<file path="src/rtl/r_peak_detector.sv">
// Adaptive-threshold R-peak detector: finds local maxima above a decaying threshold,
// reports R-R spacing in samples and restarts the external refractory counter per peak.
//
// state     | meaning
// WAIT_REFR | refractory; waits for limit (ignored for one cycle after EMIT)
// SEARCH    | waits for a sample above threshold
// CONFIRM   | tracks the running maximum until SEARCH_LEN quiet samples pass
// EMIT      | one cycle: publish peak, update threshold, rebase rr_cnt
module r_peak_detector #(
  parameter int DATA_W     = 16,
  parameter int CNT_W      = 16,
  parameter int THR_INIT   = 2000,
  parameter int THR_MIN    = 64,
  parameter int SEARCH_LEN = 8,
  parameter int RR_TIMEOUT = 400
) (
  input  logic              i_clk,
  input  logic              i_rst,
  input  logic              i_sample_valid,
  input  logic [DATA_W-1:0] i_sample,
  input  logic              i_limit,
  output logic              o_limit_clr,
  output logic              o_peak_valid,
  output logic [DATA_W-1:0] o_peak_amp,
  output logic              o_rr_valid,
  output logic [CNT_W-1:0]  o_rr_interval,
  output logic [DATA_W-1:0] o_threshold
);

  localparam int                 Q_W          = $clog2(SEARCH_LEN + 1);
  localparam int                 WX           = DATA_W + 3;
  localparam logic [CNT_W-1:0]   CNT_MAX      = '1;
  localparam logic [DATA_W-1:0]  THR_INIT_V   = DATA_W'(THR_INIT);
  localparam logic [DATA_W-1:0]  THR_MIN_V    = DATA_W'(THR_MIN);
  localparam logic [WX-1:0]      THR_MIN_X    = WX'(THR_MIN);
  localparam logic [CNT_W-1:0]   TIMEOUT_LAST = CNT_W'(RR_TIMEOUT - 1);
  localparam logic [Q_W-1:0]     QUIET_LAST   = Q_W'(SEARCH_LEN - 1);

  typedef enum logic [1:0] {
    WAIT_REFR = 2'd0,
    SEARCH    = 2'd1,
    CONFIRM   = 2'd2,
    EMIT      = 2'd3
  } state_t;

  state_t            r_state;
  logic [CNT_W-1:0]  r_rr_cnt;
  logic [CNT_W-1:0]  r_miss_cnt;
  logic [CNT_W-1:0]  r_max_idx;
  logic [DATA_W-1:0] r_max_amp;
  logic [Q_W-1:0]    r_quiet;
  logic              r_first_peak;
  logic              r_ignore_limit;
  logic [DATA_W-1:0] r_threshold;
  logic              r_limit_clr;
  logic              r_peak_valid;
  logic [DATA_W-1:0] r_peak_amp;
  logic              r_rr_valid;
  logic [CNT_W-1:0]  r_rr_interval;

  logic [CNT_W-1:0]  w_rr_inc;
  logic [CNT_W-1:0]  w_rr_after_emit;
  logic              w_miss_hit;
  logic [DATA_W-1:0] w_thr_half;
  logic [DATA_W-1:0] w_thr_halved;
  logic [WX-1:0]     w_thr_sum;
  logic [WX-1:0]     w_thr_mix;
  logic [DATA_W-1:0] w_thr_emit;

  assign w_rr_inc        = (r_rr_cnt == CNT_MAX) ? CNT_MAX : r_rr_cnt + CNT_W'(1);
  // Samples already elapsed after the peak sample, including one arriving in EMIT.
  assign w_rr_after_emit = r_rr_cnt - r_max_idx + CNT_W'(i_sample_valid);
  assign w_miss_hit      = i_sample_valid && (r_miss_cnt == TIMEOUT_LAST);

  assign w_thr_half   = r_threshold >> 1;
  assign w_thr_halved = (w_thr_half < THR_MIN_V) ? THR_MIN_V : w_thr_half;

  // 7/8 old threshold + 1/16 of the new peak; widened so 7*thr cannot overflow.
  assign w_thr_sum  = WX'(7) * {3'b000, r_threshold} + ({3'b000, r_max_amp} >> 1);
  assign w_thr_mix  = w_thr_sum >> 3;
  assign w_thr_emit = (w_thr_mix < THR_MIN_X) ? THR_MIN_V : DATA_W'(w_thr_mix);

  always_ff @(posedge i_clk) begin
    if (!i_rst) begin
      r_state        <= WAIT_REFR;
      r_rr_cnt       <= '0;
      r_miss_cnt     <= '0;
      r_max_idx      <= '0;
      r_max_amp      <= '0;
      r_quiet        <= '0;
      r_first_peak   <= 1'b1;
      r_ignore_limit <= 1'b0;
      r_threshold    <= THR_INIT_V;
      r_limit_clr    <= 1'b0;
      r_peak_valid   <= 1'b0;
      r_peak_amp     <= '0;
      r_rr_valid     <= 1'b0;
      r_rr_interval  <= '0;
    end else begin
      r_limit_clr  <= 1'b0;
      r_peak_valid <= 1'b0;
      r_rr_valid   <= 1'b0;

      if (r_state != EMIT && i_sample_valid) begin
        r_rr_cnt <= w_rr_inc;
        if (w_miss_hit) begin
          r_miss_cnt  <= '0;
          r_threshold <= w_thr_halved;
        end else begin
          r_miss_cnt <= r_miss_cnt + CNT_W'(1);
        end
      end

      case (r_state)
        WAIT_REFR: begin
          r_ignore_limit <= 1'b0;
          if (i_limit && !r_ignore_limit) r_state <= SEARCH;
        end
        SEARCH: begin
          if (i_sample_valid && (i_sample > r_threshold)) begin
            r_max_amp <= i_sample;
            r_max_idx <= w_rr_inc;
            r_quiet   <= '0;
            r_state   <= CONFIRM;
          end
        end
        CONFIRM: begin
          if (i_sample_valid) begin
            if (i_sample > r_max_amp) begin
              r_max_amp <= i_sample;
              r_max_idx <= w_rr_inc;
              r_quiet   <= '0;
            end else begin
              r_quiet <= r_quiet + Q_W'(1);
              if (r_quiet == QUIET_LAST) r_state <= EMIT;
            end
          end
        end
        EMIT: begin
          r_peak_valid <= 1'b1;
          r_peak_amp   <= r_max_amp;
          r_limit_clr  <= 1'b1;
          if (!r_first_peak) begin
            r_rr_valid    <= 1'b1;
            r_rr_interval <= r_max_idx;
          end
          r_rr_cnt       <= w_rr_after_emit;
          r_miss_cnt     <= '0;
          r_first_peak   <= 1'b0;
          r_threshold    <= w_thr_emit;
          r_ignore_limit <= 1'b1;
          r_state        <= WAIT_REFR;
        end
        default: r_state <= WAIT_REFR;
      endcase
    end
  end

  assign o_limit_clr   = r_limit_clr;
  assign o_peak_valid  = r_peak_valid;
  assign o_peak_amp    = r_peak_amp;
  assign o_rr_valid    = r_rr_valid;
  assign o_rr_interval = r_rr_interval;
  assign o_threshold   = r_threshold;

endmodule
</file>
<file path="config.mk">
export PLATFORM = sky130hd
export DESIGN_NAME = r_peak_detector
export DESIGN_NICKNAME = d
export VERILOG_FILES = /design/src/rtl/r_peak_detector.sv
export SDC_FILE = /design/constraint.sdc
export NUM_CORES = 1
export LEC_CHECK = 0
export ABC_CLOCK_PERIOD_IN_PS = 4000
export BUFFER_PORTS_ARGS = -buffer_cell sky130_fd_sc_hd__buf_4
export CAP_MARGIN = 20
export CORE_ASPECT_RATIO = 1.75
export CORE_MARGIN = 5
export CORE_UTILIZATION = 30
export DETAILED_ROUTE_END_ITERATION = 7
export MAX_ROUTING_LAYER = met4
export PLACE_DENSITY_LB_ADDON = 0.05
export SLEW_MARGIN = 20
export SYNTH_ARGS = -nofsm -noshare
export SYNTH_HDL_FRONTEND = slang
export SYNTH_SLANG_ARGS = --single-unit
</file>
<file path="constraint.sdc">
create_clock -name i_clk -period 4 [get_ports i_clk]
set_clock_uncertainty 0.1 [all_clocks]
set_input_delay 0.8 -clock i_clk [delete_from_list [all_inputs] [get_ports i_clk]]
set_output_delay 0.8 -clock i_clk [all_outputs]
set_load 0.05 [all_outputs]
</file>
==> out/results.ini <==
[synth]
synth.yosys.warnings = 0
synth_seq_area_share_pct = 28.5
avgSynthCellArea_um2 = 8.50
synth_common_cells = 122 x dfxtp_1, 114 x nand2_1, 96 x ha_1, 95 x inv_1, 54 x nor2_1
yosysUniqueCellTypes = 61
synth_fp_nets = 1153
postSynth.asyncResetShare_pct = 0
synth_top_area_share_pct = 28.5
synthesis.area_um2 = 8570
synth-edff-count = 0
syn_inst = 1008
yosysMostFrequentCell = dfxtp_1
ys_top_cells_by_area = dfxtp_1 29%, ha_1 14%, fa_1 6.8%, nand2_1 5.0%, inv_1 4.2%
yosysTopAreaCell = dfxtp_1
synth_ff_type = dfxtp_1
ys_seq_elements = 122

[layout]
stdcell_area_um2 = 10700
instances_no_fill = 1517
nets = 1271
areaGrowthSynthToFinish_pct = 24.7
diodes = 0
fin_util_pct = 37.6
layout-drive-gt1-share_pct = 19.4
nFillCells = 2994

[detailed_routing]
drt-initial-drc-count = 307
totalWireLength_mm = 27.8
dr.pass1.iters = 4
drt.antenna.violating_nets = 0
vias = 7320
viasPerCell = 4.83
wl_per_cell_um = 18.3
drc = 0

[die]
die_area_um2 = 32200
io_pins = 71
die_w_um = 138
die_h_um = 234
start_util_pct = 30.2
core_um2 = 28400
rows = 82

[placement]
dpl.cell_count = 1484
hpwl_mm = 22.1
place_area_um2 = 10000
port_buffers = 70
gp_congestion = 0.845

[sta]
slew_headroom_pct = 46.4
hold_viol = 0
rsz0062_at_grt = true
finalCriticalPeriod_ns = 3.95
setup_viol = 0
max_freq_mhz = 253
finalMaxSlewViolations = 0
worst_pin_slew_ns = 0.802
whs_ns = 0.361
finalCritPeriodShare_pct = 98.9

[worst_hold_path]
holdCritStartpoint = r_max_idx[4]
min_to = o_rr_interval[4]
hold_class = flip-flop to flip-flop
holdPathStages = 2

[global_routing]
grt_max_degree = 51
grt_pass1_vias = 7919
antenna_found_initial = 0
grt_pass1_wl_mm = 43.6
grt-ovfl-total = 0
grt_use_total_pct = 18.7

[run]
cap_violations = 0

[pwr]
leakage_uw = 0.00458
ir_drop_mv = 0.400
power_density_nw_per_um2 = 580

[worst_setup_path]
timing.rr.end = o_threshold[0]
cp_max_fo = 6
crit_required_ns = 4.22
crit-reg2reg-launch = o_threshold[0]
r2r_slack_ns = 0.05
cp-end-kind = flip-flop
cp-start-kind = flip-flop
worstPathArrival_ns = 4.18
reg2reg_depth = 14
path_class = flip-flop to flip-flop

[clocking]
clock_latency_ns = 0.45
numCtsBuffers = 17
holdBufCountCts = 0
cts_sinks = 122
cts_tree = yes
htree_levels = 4
root_buffer = clkbuf_16
cts_buffer_depth = 2
clk_pin_slew_ns = 0.06

[outcome]
status = finished, final reports clean

## registers in the layout, summed over array words and instances (netlist names), 2 cells and up
register	count
r_state	2
r_miss_cnt	16
o_rr_interval	16
r_rr_cnt	16
o_peak_amp	16
r_max_idx	16
r_max_amp	16
r_quiet	4
o_threshold	16
## layout by cell type (no fill, tap or decap), types with 27 or more instances in the layout
cell and count:
nor2_1 53, fa_1 29, buf_4 140, dfxtp_1 107
inv_1 86, nand3_1 27, ha_1 90, nor2b_1 39
xnor2_1 27, a21oi_1 51, xor2_1 29, nand2_1 114
## routing by layer
metal	global-route usage (%)	vias up	wire length, um
met4	8.65	0	1100
met2	37.0	104	16400
met1	17.1	3451	9800
met5	-	-	0
li1	-	3713	-
met3	2.67	52	548
## how the worst max path moves through the flow
stage	endpoint	slack, ns	from
after floorplan	o_threshold[0]	0.01	o_threshold[2]
after global placement	o_threshold[1]	-0.04	o_threshold[0]
after detailed placement	o_threshold[2]	-0.1	o_threshold[0]
after CTS	o_threshold[2]	0.002	o_threshold[0]
after global routing	o_threshold[0]	-0.14	o_threshold[0]
final	o_threshold[0]	0.05	o_threshold[0]
## logic make-up after synthesis
| group | synth area share (%) |
|---|---|
| simple gates | 18.1 |
| compound gates | 18.3 |
| buf+inv | 6.26 |
| fa+ha+maj | 20.8 |
| flops | 28.5 |
| xor+xnor | 5.72 |
| mux | 2.34 |
## cell type report
cell class | count | area [um2] | area share, %
flip-flops and latches | 122 | 2490 | 23.3
clock inverters | 12 | 114 | 1.07
inverters | 95 | 367 | 3.43
well taps | 378 | 473 | 4.42
multi-input cells | 748 | 5700 | 53.3
repair buffers | 142 | 1080 | 10.1
clock buffers | 20 | 468 | 4.38
## timing repair
| action | 4_1_cts | 5_1_grt |
|---|---|---|
| pin swaps | 3 | 5 |
| buffers inserted | 0 | 1 |
| resized for setup | 5 | 12 |
| setup endpoints to repair | 6 | 7 |
## where the power goes
part | switching, uW | leakage, uW | internal, uW
clock | 643 | 0.000276 | 912
sequential | 125 | 0.000993 | 1350
combinational | 1750 | 0.00331 | 1420
total | 2520 | 0.00458 | 3690
## worst max-delay path, cell delays in order (launching register included)
cell and delay, ns:
dfxtp_4 0.34, fa_1 0.53, inv_1 0.05, fa_1 0.47
inv_1 0.04, ha_1 0.28, a41o_2 0.30, o221ai_4 0.18
a21oi_4 0.11, or4_4 0.53, a2bb2oi_2 0.13, o211ai_1 0.09
or3_1 0.33, and2_4 0.20, o2bb2ai_1 0.13
## stage by stage
step / power, uW / setup WS, ns / TNS [ns]
finish: 6200 / 0.0458 / 0
global route: 6710 / -0.137 / -0.866
CTS: 6220 / 0.00198 / 0
detailed placement: 4600 / -0.0957 / -0.488
global placement: 4620 / -0.0385 / -0.172
floorplan: 3610 / 0.0107 / 0
Note: power is estimated with default switching activity, not from simulation.
